$ cat config.mk
export PLATFORM = sky130hd
export DESIGN_NAME = random_arbiter
export DESIGN_NICKNAME = d
export VERILOG_FILES = /design/src/rtl/random_arbiter.sv
export SDC_FILE = /design/constraint.sdc
export NUM_CORES = 1
export LEC_CHECK = 0
export ABC_AREA = 1
export ABC_CLOCK_PERIOD_IN_PS = 1700
export BUFFER_PORTS_ARGS = -buffer_cell sky130_fd_sc_hd__buf_2
export CAP_MARGIN = 40
export CORE_ASPECT_RATIO = 2
export CORE_MARGIN = 1
export CORE_UTILIZATION = 49
export CTS_CLUSTER_SIZE = 40
export DETAILED_ROUTE_END_ITERATION = 7
export GPL_TIMING_DRIVEN = 0
export PLACE_DENSITY = 0.79
export SYNTH_ARGS = -nofsm -noshare
export SYNTH_HDL_FRONTEND = slang
export SYNTH_SLANG_ARGS = --single-unit
$ cat constraint.sdc
create_clock -name clk_random_arbiter -period 1.7 [get_ports clk_random_arbiter]
set_clock_uncertainty 0.15 [all_clocks]
set_input_delay 0 -clock clk_random_arbiter [delete_from_list [all_inputs] [get_ports clk_random_arbiter]]
set_output_delay 0 -clock clk_random_arbiter [all_outputs]
set_load 0.1 [all_outputs]
$ cat src/rtl/random_arbiter.sv
// random_arbiter: round-robin sharing of one free-running random counter, reducing each sample into
// the winning requester's range. Define RANDOM_ARBITER_NO_REPEAT_EN to reroll repeated results.
module random_arbiter #(
  parameter int WIDTH   = 7,
  parameter int NUM_REQ = 2
) (
  input  logic                     clk_random_arbiter,
  input  logic                     rst_random_arbiter,
  input  logic [NUM_REQ-1:0]       i_req,
  input  logic [NUM_REQ*WIDTH-1:0] i_bound,
  input  logic [WIDTH-1:0]         i_random_binary,
  output logic                     o_roll,
  output logic [NUM_REQ-1:0]       o_ack,
  output logic [WIDTH-1:0]         o_value,
  output logic                     o_busy
);

  localparam int PTR_W = (NUM_REQ > 1) ? $clog2(NUM_REQ) : 1;

  typedef enum logic [2:0] {
    IDLE,
    SAMPLE,
    REDUCE,
`ifdef RANDOM_ARBITER_NO_REPEAT_EN
    REROLL,
`endif
    DONE
  } state_t;

  state_t           state;
  logic [PTR_W-1:0] ptr;
  logic [PTR_W-1:0] winner;
  logic [PTR_W-1:0] pick;
  logic [PTR_W-1:0] scan_idx;
  logic             found;
  logic [WIDTH-1:0] bound_q;
  logic [WIDTH-1:0] work;
  logic [WIDTH-1:0] pick_bound;
  logic             is_final;

`ifdef RANDOM_ARBITER_NO_REPEAT_EN
  logic [WIDTH-1:0]   last_q [NUM_REQ];
  logic [NUM_REQ-1:0] valid_q;
  logic               repeat_hit;
`endif

  // Round-robin search starts just above the last winner and wraps.
  always_comb begin
    found    = 1'b0;
    pick     = '0;
    scan_idx = '0;
    for (int off = 1; off <= NUM_REQ; off++) begin
      scan_idx = PTR_W'((int'(ptr) + off) % NUM_REQ);
      if (!found && i_req[scan_idx]) begin
        found = 1'b1;
        pick  = scan_idx;
      end
    end
  end

  assign pick_bound = i_bound[pick*WIDTH +: WIDTH];
  assign is_final   = (bound_q == '0) || (work < bound_q);

`ifdef RANDOM_ARBITER_NO_REPEAT_EN
  // A bound of 1 can only ever yield 0, so rerolling would never terminate.
  assign repeat_hit = valid_q[winner] && (work == last_q[winner]) && (bound_q != WIDTH'(1));
  assign o_roll     = (state == IDLE) || (state == REROLL);
`else
  assign o_roll     = (state == IDLE);
`endif

  assign o_busy = (state != IDLE);

  always_ff @(posedge clk_random_arbiter) begin
    if (!rst_random_arbiter) begin
      state   <= IDLE;
      o_ack   <= '0;
      o_value <= '0;
      ptr     <= PTR_W'(NUM_REQ - 1);
      winner  <= '0;
      bound_q <= '0;
      work    <= '0;
`ifdef RANDOM_ARBITER_NO_REPEAT_EN
      valid_q <= '0;
      for (int r = 0; r < NUM_REQ; r++) begin
        last_q[r] <= '0;
      end
`endif
    end else begin
      o_ack <= '0;
      case (state)
        IDLE: begin
          if (found) begin
            winner  <= pick;
            bound_q <= pick_bound;
            state   <= SAMPLE;
          end
        end
        SAMPLE: begin
          work  <= i_random_binary;
          state <= REDUCE;
        end
        // Modulo by repeated subtraction; only subtracts when work >= bound.
        REDUCE: begin
          if (!is_final) begin
            work <= work - bound_q;
          end
`ifdef RANDOM_ARBITER_NO_REPEAT_EN
          else if (repeat_hit) begin
            state <= REROLL;
          end
`endif
          else begin
            state   <= DONE;
            o_value <= work;
            o_ack   <= NUM_REQ'(1) << winner;
            ptr     <= winner;
`ifdef RANDOM_ARBITER_NO_REPEAT_EN
            last_q[winner]  <= work;
            valid_q[winner] <= 1'b1;
`endif
          end
        end
`ifdef RANDOM_ARBITER_NO_REPEAT_EN
        REROLL: begin
          state <= SAMPLE;
        end
`endif
        DONE: begin
          state <= IDLE;
        end
        default: begin
          state <= IDLE;
        end
      endcase
    end
  end

endmodule

==> results by group, run 1 <==
Outcome
  • Status: finished, violations left
  • Failing checks: setup timing

Power and ir drop
  • Combinational share of power: 73.5%
  • Net Sw Frac: 52.3%
  • Cell Pwr Density: 1990 mW/mm²
  • Internal Power: 2.44 mW
  • Power share of the clock group: 7.1%
  • Peak supply drop: 1190 µV
  • Lkg Pwr: 1.26 nW
  • Switching pwr: 2.67 mW
  • Sequential share of power: 19.4%

Clocking
  • CTS tree: built
  • Root buf cell: clkbuf_8
  • Number of buffers created by CTS: 3
  • H-tree Lvls: 1
  • Clock Tree Buf Depth: 2
  • Clk Latency, worst-skew pair: 0.27 ns
  • Clk sinks: 27
  • Clock transition at path regs: 0.09 ns

Floorplanning
  • Core area: 0.00319 mm²
  • Die X: 43.1 µm
  • Row cnt: 29
  • Starting Density: 51.9%
  • Io pins: 36
  • Die ar.: 0.00363 mm²
  • Die Span Y: 84.3 µm

Setup path
  • WS Path Type: reg2reg
  • Crit path max fanout: 3
  • Slowest-stage cell, CP: fa_2
  • Worst path arrival time: 1.84 ns
  • R2R Setup Slk: -0.12 ns
  • Worst path required time: 1.72 ns
  • Most common cell on crit path: nand2_1
  • Worst-path cell chain: buf_4 -> fa_2 -> inv_2 -> nand2_2 -> nand2_4 -> nand3_2 -> nand2_1 -> nand2_1 -> nand3_1 -> nand2_1 -> nor2_1 -> nor2_1
  • CP max stage delay: 0.40 ns
  • Worst setup SP type: flip-flop
  • Crit. End Element: flip-flop

Global route
  • Initial antenna violation count: 0
  • Total track usage: 28.7%
  • GR Overflow Total: 0
  • First-pass GRT wire length: 8.22 mm
  • Vias in the first global route: 1,903
  • Largest net degree at the start of global routing: 15

Place
  • IO buf count: 34
  • DP Cell Count: 309
  • Placer Congestion: 0.886
  • HPWL Detailed: 3.04 mm
  • Placed Area: 0.00188 mm²

Routing
  • DR WL met2: 3.04 mm
  • Wirelength per Cell: 14.9 µm
  • Via density: 5.51
  • Vias: 1,945
  • M1 WL: 1.81 mm
  • DR pass1 iterations: 7
  • DRT iter0 DRCs: 72
  • DRC errors left: 0
  • Antenna-violating nets left: 0
  • Routed Wire Length: 5.27 mm
  • Top Layer Used: met4
  • WL met3: 270 µm

Yosys
  • Largest cells by area after synthesis: dfxtp_1, nand2_1, nand3_1, ha_1, inv_1
  • Most frequent cells after synthesis: nand2_1, nand3_1, inv_1, dfxtp_1, nor2_1
  • Yosys Warn Count: 0
  • Synthesized flop and latch total: 27
  • Sequential fraction of the synthesis area: 32.6%
  • Yosys top cell by area: dfxtp_1
  • Syn Area/Cell: 6.79 µm²
  • Top_reg_cell synth: dfxtp_1
  • Syn nets: 280
  • Post-synth EDFFs: 0
  • Post-synth cell types: 26
  • Fraction of synthesized cell area taken by the top area cell type: 32.6%
  • Count leader, synth: nand2_1
  • Mapped Area: 0.00166 mm²
  • Post-synth ARST share: 0%
  • Synth Instances: 244

Final layout
  • Final #Nets: 359
  • Antenna cell count: 0
  • Share of layout cells above drive strength 1: 38.8%
  • Area delta synth->final: 54.7%
  • Non-Filler Instances: 353
  • Post-route cell area: 0.00256 mm²
  • Layout fillers: 214

STA
  • Slew @ Worst Pin: 0.587 ns
  • RSZ-0062 raised after global routing: yes
  • Final setup fails: 16
  • Max-slew violation count: 0
  • Slew headroom: 60.9%
  • Final hold violation count: 0
  • WHS: 0.0193 ns
  • Post-layout min period: 1.82 ns
  • Worst setup margin: -0.118 ns
  • Fmax: 550 MHz
  • Final period util: 107%

Min path
  • Worst min path class: in2reg

Run
  • Max cap viols: 0
[path summary, 6_finish.rpt]
| kind | from | endpoint | cells past startpoint |
|---|---|---|---|
| min reg2reg | o_value[0]$_SDFFE_PN0P_ | o_value[0]$_SDFFE_PN0P_ | 2 |
| min | i_req[0] | winner$_SDFFE_PN0P_ | 6 |
| max | bound_q[1]$_SDFFE_PN0P_ | work[6]$_SDFFE_PN0P_ | 12 |
| max reg2reg | bound_q[1]$_SDFFE_PN0P_ | work[6]$_SDFFE_PN0P_ | 12 |
[critical path, delay by kind of cell, from the launching register on]
family                   cells  cell delay (ns)
buffers and inverters        2             0.22
adder cells (fa/ha/maj)      1             0.40
AND/OR/NAND/NOR              9             0.62
flip-flops                   1             0.35
[power groups by stage]
| stage | combinational [mW] | sequential, mW | clock, mW |
|---|---|---|---|
| after global placement | 2.47 | 0.946 | 0 |
| after global routing | 4.06 | 1.01 | 0.385 |
| final | 3.76 | 0.990 | 0.365 |
| after CTS | 3.09 | 0.969 | 0.359 |
| after floorplan | 1.95 | 1.11 | 0 |
| after detailed placement | 2.53 | 0.950 | 0 |
[cell usage in the layout (no fill, tap or decap)]
master         count
xor2_1             1
a31oi_1            7
nand2_8            2
buf_6              2
or2_2              1
clkbuf_8           3
fa_2               1
ha_1               2
nand3_4            2
clkinvlp_4         1
inv_2              7
dlygate4sd3_1     23
inv_4              1
nand2_1           53
nand3_1           29
ha_4               8
nand2_2           12
nor2_8             1
nor2_2             4
nor2_4             6
a21oi_2            1
clkbuf_1           4
buf_2             34
a31oi_4            1
dfxtp_4            2
or2_4              1
nand3_2            4
dfxtp_2            9
a21o_1             1
inv_1             25
nor2_1            17
buf_4             17
a21oi_1            5
o21ai_0           12
nand4_1            2
buf_12             1
nand2_4            4
dfxtp_1           16
[through the flow]
step / setup slack [ns] / util, % / power (mW) / TNS (ns)
6_report: -0.118 / 80.3 / 5.11 / -1.24
5_1_grt: -0.213 / 80.3 / 5.45 / -2.50
4_1_cts: -0.0456 / 74.9 / 4.42 / -0.186
3_5_place_dp: -0.211 / 59.0 / 3.48 / -3.03
3_3_place_gp: -0.151 / 59.0 / 3.42 / -2.31
2_1_floorplan: -0.00974 / - / 3.05 / -0.00974
[logic make-up (layout without fill, tap and decap cells)]
| logic type | Yosys count | count (layout) | share of synthesized area, % |
|---|---|---|---|
| DFF | 27 | 27 | 32.6 |
| and+or+nand+nor | 138 | 138 | 39.6 |
| xor gates and xnor gates | 1 | 1 | 0.528 |
| AOI/OAI and AO/OA | 27 | 27 | 8.91 |
| buffers and inverters | 40 | 118 | 9.58 |
| adders and majority gates | 11 | 11 | 8.75 |
[metal layers]
metal  up-vias  global-route usage [%]
met3        13                    4.09
met2        84                    54.3
met5         -                       0
li1        943                       -
met4         0                    12.4
met1       905                    29.3
[final cells by class]
class	instances	area (µm²)	area share (%)
well taps	31	38.8	1.51
multi-input cells	177	1210	47.0
inverters	34	134	5.22
repair buffers	74	548	21.4
plain buffers	6	33.8	1.32
clock buffers	4	45.0	1.76
flip-flops and latches	27	559	21.8
[timing repair]
action                                  in CTS  in global routing
hold buffers                                23                  0
buffers inserted                            12                  5
endpoints found under the setup margin      19                 19
pin swaps                                   16                 18
hold endpoints to repair                    15                  0
resized for setup                           34                 36
[flip-flops by register name (all words and copies together) (netlist names)]
signal   count
o_ack        2
state        2
o_value      7
ptr          1
winner       1
bound_q      7
work         7
No activity file was read; power rests on OpenSTA's default activity.
==> inputs of run 2 (changes only) <==
--- a/config.mk
+++ b/config.mk
@@ -6,7 +6,7 @@
 export NUM_CORES = 1
 export LEC_CHECK = 0
 export ABC_AREA = 1
-export ABC_CLOCK_PERIOD_IN_PS = 1700
+export ABC_CLOCK_PERIOD_IN_PS = 1600
 export BUFFER_PORTS_ARGS = -buffer_cell sky130_fd_sc_hd__buf_2
 export CAP_MARGIN = 40
 export CORE_ASPECT_RATIO = 2
==> constraint.sdc (replaced) <==
create_clock -name clk_random_arbiter -period 1.6 [get_ports clk_random_arbiter]
set_clock_uncertainty 0.15 [all_clocks]
set_input_delay 0 -clock clk_random_arbiter [delete_from_list [all_inputs] [get_ports clk_random_arbiter]]
set_output_delay 0 -clock clk_random_arbiter [all_outputs]
set_load 0.1 [all_outputs]
==> run 2 against run 1 <==
The flow still finishes with violations (setup timing). Routed wire length shrank 4.4%. Critical path type unchanged. Die area is the same. Critical path depth shrank 2. Worst setup slack lost 0.11 ns. Combinational power grew 2%. Largest cell class unchanged. Clock-buffer cell count shrank 1. Sequential power grew 6%. First-iteration DRC count grew 8.3%. Fmax shrank 0.50%. Final cell count shrank 1.4%. Final area shrank 3.5%. Highest routed layer unchanged. Flip-flop and latch count is the same.
==> results by group, run 2 (synthesized netlist as in run 1, its figures left out) <==
Setup path
  • Crit. End Element: flip-flop (unchanged)
  • Worst-path cell chain: inv_2 -> ha_4 -> nand2_1 -> inv_2 -> nor2_4 -> nor2_4 -> nand3_4 -> nand3_1 -> nand2_1 -> nor2_1 (was buf_4 -> fa_2 -> inv_2 -> nand2_2 -> nand2_4 -> nand3_2 -> nand2_1 -> nand2_1 -> nand3_1 -> nand2_1 -> nor2_1 -> nor2_1)
  • Worst path required time: 1.67 ns (was 1.72 ns)
  • Worst path arrival time: 1.89 ns (was 1.84 ns)
  • CP max stage delay: 0.34 ns (was 0.40 ns)
  • Crit path max fanout: 10 (was 3)
  • WS Path Type: reg2reg (unchanged)
  • R2R depth: 10 (was 12)
  • Worst setup SP type: flip-flop (unchanged)
  • Slowest-stage cell, CP: dfxtp_2 (was fa_2)

Power and ir drop
  • Cell Pwr Density: 2150 mW/mm² (was 1990 mW/mm²)
  • Lkg Pwr: 1.24 nW (was 1.26 nW)
  • Peak supply drop: 1550 µV (was 1190 µV)
  • Final Total Pwr: 5.31 mW (was 5.11 mW)

Clocking
  • Clock transition at path regs: 0.10 ns (was 0.09 ns)
  • CTS tree: built (unchanged)
  • Clk Latency, worst-skew pair: 0.28 ns (was 0.27 ns)
  • Clock Tree Buf Depth: 2 (unchanged)
  • Number of buffers created by CTS: 3 (unchanged)
  • Clk sinks: 27 (unchanged)
  • Root buf cell: clkbuf_8 (unchanged)
  • H-tree Lvls: 1 (unchanged)

Routing
  • Wirelength per Cell: 14.5 µm (was 14.9 µm)
  • Antenna-violating nets left: 0 (unchanged)
  • DRT iter0 DRCs: 78 (was 72)
  • Vias: 1,879 (was 1,945)
  • Via density: 5.40 (was 5.51)
  • DRC errors left: 0 (unchanged)
  • DR pass1 iterations: 6 (was 7)
  • Routed Wire Length: 5.04 mm (was 5.27 mm)

STA
  • Slew @ Worst Pin: 0.593 ns (was 0.587 ns)
  • Worst setup margin: -0.227 ns (was -0.118 ns)
  • Slew headroom: 60.5% (was 60.9%)
  • Final hold violation count: 0 (unchanged)
  • Max-slew violation count: 0 (unchanged)
  • Total Neg Setup Slack: -3.08 ns (was -1.24 ns)
  • Post-layout min period: 1.83 ns (was 1.82 ns)
  • Fmax: 547 MHz (was 550 MHz)
  • Final period util: 114% (was 107%)
  • WHS: 0.0424 ns (was 0.0193 ns)
  • RSZ-0062 raised after global routing: yes (unchanged)
  • Final setup fails: 19 (was 16)

Min path
  • Worst min path class: in2reg (unchanged)
  • WHS Path Cells: 6 (unchanged)

Floorplanning
  • Core area: 0.00319 mm² (unchanged)
  • Die ar.: 0.00363 mm² (unchanged)
  • Die X: 43.1 µm (unchanged)
  • Die Span Y: 84.3 µm (unchanged)
  • Starting Density: 51.9% (unchanged)
  • Row cnt: 29 (unchanged)
  • Io pins: 36 (unchanged)

Outcome
  • Failing checks: setup timing (unchanged)
  • Status: finished, violations left (unchanged)

Place
  • Placer Congestion: 0.882 (was 0.886)
  • Placed Area: 0.00195 mm² (was 0.00188 mm²)
  • IO buf count: 34 (unchanged)
  • HPWL Detailed: 3.06 mm (was 3.04 mm)

Final layout
  • Post-route cell area: 0.00247 mm² (was 0.00256 mm²)
  • Final #Nets: 354 (was 359)
  • Commonest cells after routing, fill and taps aside: nand2_1, buf_2, nand3_1 (unchanged)
  • Layout fillers: 237 (was 214)
  • Area delta synth->final: 49.3% (was 54.7%)
  • Antenna cell count: 0 (unchanged)
  • Most common cell after layout, fill and taps aside: nand2_1 (unchanged)
  • Largest regs: bound_q: 7 flops, o_value: 7 flops, work: 7 flops (unchanged)
  • Share of layout cells above drive strength 1: 36.3% (was 38.8%)
  • Fin util: 77.5% (was 80.3%)

Global route
  • Vias in the first global route: 1,971 (was 1,903)
  • GR Overflow Total: 0 (unchanged)
  • First-pass GRT wire length: 8.45 mm (was 8.22 mm)
  • Total track usage: 29.1% (was 28.7%)
  • Initial antenna violation count: 0 (unchanged)
  • Largest net degree at the start of global routing: 16 (was 15)

Run
  • Max cap viols: 0 (unchanged)
run 2: cell count changes in the layout (fill, tap and decap cells not counted), sizes merged:
cell and delta:
clkinv +2, buf -7, nand2 +1, clkinvlp -1
run 2: worst max-delay path: cells and delay by family, from the launching register on:
kind	cells	cell delay, ns
fa+ha+maj	1	0.29
buf+inv	2	0.12
simple gates	7	0.88
flops	1	0.34
run 2: repair_timing:
item | 4_1_cts | 5_1_grt
hold buffers | 23 | 0
hold endpoints to repair | 15 | 0
setup buffers | 11 | 0
pin swaps | 23 | 4
setup endpoints to repair | 19 | 27
cloned | 1 | 0
gates resized for setup | 30 | 17
run 2: per-stage QoR:
stage	instances	setup WS, ns
6_report	348	-0.227
5_1_grt	348	-0.309
4_1_cts	348	-0.147
2_1_floorplan	244	-0.102
3_3_place_gp	309	-0.249
3_5_place_dp	309	-0.276
run 2: where the power goes:
part / switching, mW / internal (mW)
clock: 0.227 / 0.175
sequential: 0.171 / 0.883
combinational: 2.38 / 1.48
total: 2.78 / 2.53
run 2: layout make-up:
class                   count  area (µm²)  share of cell area [%]
repair buffers             68         498                    20.1
clock buffers               3        41.3                    1.67
multi-input cells         178        1170                    47.3
inverters                  34         129                    5.21
flip-flops and latches     27         554                    22.4
well taps                  31        38.8                    1.57
plain buffers               6        38.8                    1.57
clock inverters             1        5.00                   0.202
run 2: per-layer routing:
layer  share of wire (%)  wire length (µm)  up-vias  GRT usage [%]
met5                   0                 0        -              0
met4                 2.3               116        0           8.82
met3                 2.4               122       13           2.15
met2                  59              2960       59           56.3
met1                  37              1840      878           31.5
li1                    -                 -      929              -
run 2: final timing paths:
path                                 from                      end  slack, ns
hold / removal                   i_req[0]      winner$_SDFFE_PN0P_       0.04
setup reg to reg  bound_q[6]$_SDFFE_PN0P_     work[4]$_SDFFE_PN0P_      -0.23
setup / recovery  bound_q[6]$_SDFFE_PN0P_     work[4]$_SDFFE_PN0P_      -0.23
hold reg to reg      work[0]$_SDFFE_PN0P_  o_value[0]$_SDFFE_PN0P_       0.31
==> inputs of run 3 (changes only) <==
==> constraint.sdc (replaced) <==
create_clock -name clk_random_arbiter -period 1.6 [get_ports clk_random_arbiter]
set_clock_uncertainty 0.15 [all_clocks]
set_input_delay 0 -clock clk_random_arbiter [delete_from_list [all_inputs] [get_ports clk_random_arbiter]]
set_output_delay 0 -clock clk_random_arbiter [all_outputs]
set_load 0.05 [all_outputs]
==> run 3 against run 2 <==
The flow still finishes with violations (setup timing). First-iteration DRC count decreased by 31%. Fmax decreased by 1.2%. Flip-flop and latch count unchanged. Global-route usage decreased by 2.4 points. Sequential power about the same. Register-to-register slack got worse by 0.02 ns. Sequential share of layout area decreased by 0.41 points. Clock power increased by 1%. Combinational power decreased by 4%. Critical path depth increased by 2. Worst setup slack got worse by 0.023 ns. Via count decreased by 0.32%. Largest cell class unchanged.
==> results by group, run 3 (synthesized netlist as in run 1, its figures left out) <==
STA
  • Slew headroom: 65.3% (was 60.5%)
  • Max-slew violation count: 0 (unchanged)
  • Slew @ Worst Pin: 0.521 ns (was 0.593 ns)
  • Worst setup margin: -0.250 ns (was -0.227 ns)
  • Fmax: 540 MHz (was 547 MHz)
  • Final setup fails: 19 (unchanged)
  • WHS: 0.0589 ns (was 0.0424 ns)
  • Final hold violation count: 0 (unchanged)
  • RSZ-0062 raised after global routing: yes (unchanged)
  • Post-layout min period: 1.85 ns (was 1.83 ns)
  • Final period util: 116% (was 114%)
  • Total Neg Setup Slack: -3.54 ns (was -3.08 ns)

Place
  • IO buf count: 34 (unchanged)
  • Placer Congestion: 0.864 (was 0.882)
  • HPWL Detailed: 3.11 mm (was 3.06 mm)
  • Setup WS pre-CTS: -0.294 ns (was -0.276 ns)
  • Placed Area: 0.00194 mm² (was 0.00195 mm²)

Floorplanning
  • Row cnt: 29 (unchanged)
  • Starting Density: 51.9% (unchanged)
  • Die X: 43.1 µm (unchanged)
  • Io pins: 36 (unchanged)
  • Die Span Y: 84.3 µm (unchanged)
  • Die ar.: 0.00363 mm² (unchanged)
  • Core area: 0.00319 mm² (unchanged)

Setup path
  • Worst setup SP type: flip-flop (unchanged)
  • CP max stage delay: 0.36 ns (was 0.34 ns)
  • WS Path Type: reg2reg (unchanged)
  • R2R depth: 12 (was 10)
  • Crit. End Element: flip-flop (unchanged)
  • R2R Setup Slk: -0.25 ns (was -0.23 ns)
  • Reg2Reg Launch Point: bound_q[5]$_SDFFE_PN0P_ (was bound_q[6]$_SDFFE_PN0P_)
  • Worst-path cell chain: inv_2 -> ha_4 -> nand2_1 -> inv_1 -> nor2_2 -> nor2_4 -> nand2_4 -> nand2_8 -> buf_12 -> nand2_8 -> nor2_2 -> nor2_1 (was inv_2 -> ha_4 -> nand2_1 -> inv_2 -> nor2_4 -> nor2_4 -> nand3_4 -> nand3_1 -> nand2_1 -> nor2_1)
  • Slowest-stage cell, CP: dfxtp_1 (was dfxtp_2)
  • Crit path max fanout: 7 (was 10)
  • Worst path arrival time: 1.91 ns (was 1.89 ns)
  • Worst path required time: 1.66 ns (was 1.67 ns)
  • RR Endpoint: work[2]$_SDFFE_PN0P_ (was work[4]$_SDFFE_PN0P_)

Routing
  • Routed Wire Length: 5.10 mm (was 5.04 mm)
  • DR pass1 iterations: 4 (was 6)
  • Wirelength per Cell: 14.6 µm (was 14.5 µm)
  • DRT iter0 DRCs: 54 (was 78)
  • DRC errors left: 0 (unchanged)
  • Via density: 5.35 (was 5.40)
  • Antenna-violating nets left: 0 (unchanged)
  • Vias: 1,873 (was 1,879)

Run
  • Max cap viols: 0 (unchanged)

Min path
  • Worst hold start: i_req[0] (unchanged)
  • Worst min path class: in2reg (unchanged)
  • WHS Path Cells: 6 (unchanged)
  • Hold EP: winner$_SDFFE_PN0P_ (unchanged)

Clocking
  • Clock transition at path regs: 0.10 ns (about the same)
  • H-tree Lvls: 1 (unchanged)
  • Clk Latency, worst-skew pair: 0.28 ns (about the same)
  • CTS tree: built (unchanged)
  • Number of buffers created by CTS: 3 (unchanged)
  • Clock Tree Buf Depth: 2 (unchanged)
  • Root buf cell: clkbuf_8 (unchanged)
  • Clk sinks: 27 (unchanged)

Final layout
  • Area delta synth->final: 52.4% (was 49.3%)
  • Commonest cells after routing, fill and taps aside: nand2_1, buf_2, nand3_1 (unchanged)
  • Share of layout cells above drive strength 1: 37.9% (was 36.3%)
  • Most common cell after layout, fill and taps aside: nand2_1 (unchanged)
  • Post-route cell area: 0.00253 mm² (was 0.00247 mm²)
  • Antenna cell count: 0 (unchanged)
  • Final #Nets: 356 (was 354)
  • Largest regs: bound_q: 7 flops, o_value: 7 flops, work: 7 flops (unchanged)

Global route
  • Vias in the first global route: 1,800 (was 1,971)
  • Initial antenna violation count: 0 (unchanged)
  • First-pass GRT wire length: 7.58 mm (was 8.45 mm)
  • GR Overflow Total: 0 (unchanged)
  • Total track usage: 26.7% (was 29.1%)
  • Largest net degree at the start of global routing: 15 (was 16)

Outcome
  • Status: finished, violations left (unchanged)
  • Failing checks: setup timing (unchanged)

Power and ir drop
  • Peak supply drop: 1320 µV (was 1550 µV)
  • Final Total Pwr: 5.18 mW (was 5.31 mW)
  • Lkg Pwr: 1.24 nW (about the same)
  • Cell Pwr Density: 2050 mW/mm² (was 2150 mW/mm²)
-- run 3: cell count changes in the layout (fill, tap and decap cells not counted), moves of 2 or more --
cell	before	now
buf_6	1	4
clkinv_2	2	0
ha_1	3	1
nand2_1	55	57
nor2_1	21	18
nor2_2	3	7
-- run 3: through the flow --
stage | utilization (%) | instances
after global routing | 79.1 | 350
final | 79.1 | 350
after CTS | 72.1 | 341
after floorplan | - | 244
after global placement | 60.7 | 309
after detailed placement | 60.7 | 309
-- run 3: metal layers --
| metal | global-route usage [%] | vias up | part of all wire [%] | routed length (µm) |
|---|---|---|---|---|
| li1 | - | 936 | - | - |
| met1 | 25.9 | 860 | 34 | 1750 |
| met2 | 51.0 | 60 | 59 | 2990 |
| met3 | 2.80 | 17 | 3.5 | 177 |
| met4 | 14.6 | 0 | 3.5 | 180 |
| met5 | 0 | - | 0 | 0 |
-- run 3: worst max-delay path by stage --
stage | start | endpoint | slack (ns) | cells after the start
2_1_floorplan | work[0]$_SDFFE_PN0P_ | work[6]$_SDFFE_PN0P_ | -0.10 | 13
3_3_place_gp | work[0]$_SDFFE_PN0P_ | work[6]$_SDFFE_PN0P_ | -0.25 | 13
3_5_place_dp | work[0]$_SDFFE_PN0P_ | work[6]$_SDFFE_PN0P_ | -0.29 | 13
4_1_cts | work[0]$_SDFFE_PN0P_ | work[6]$_SDFFE_PN0P_ | -0.19 | 13
5_1_grt | work[0]$_SDFFE_PN0P_ | work[4]$_SDFFE_PN0P_ | -0.30 | 11
6_report | bound_q[5]$_SDFFE_PN0P_ | work[2]$_SDFFE_PN0P_ | -0.25 | 12
-- run 3: critical path: cells and delay by family, from the launching register on --
family / cells / cell delay [ns]
adders and majority gates: 1 / 0.26
buffers and inverters: 3 / 0.25
and+or+nand+nor: 8 / 0.75
DFF: 1 / 0.36
-- run 3: repair_timing --
item / 4_1_cts / 5_1_grt
endpoints found under the hold margin: 15 / 0
setup endpoints to repair: 19 / 26
pin swaps: 3 / 14
buffers inserted: 4 / 9
gates resized for setup: 14 / 40
cloned: 1 / 0
hold buffers: 23 / 0
-- run 3: cell type report --
type / count / area, µm²
buffer: 6 / 42.5
clock buffer: 4 / 45.0
fill: 226 / 667
inverter: 34 / 131
multi-input combinational: 178 / 1190
sequential: 27 / 556
tap: 31 / 38.8
timing repair buffer: 70 / 518
-- run 3: report_power, final --
group,internal (mW),switching (mW)
Sequential,0.887,0.178
Clock,0.179,0.226
Combinational,1.56,2.15
Total,2.62,2.55
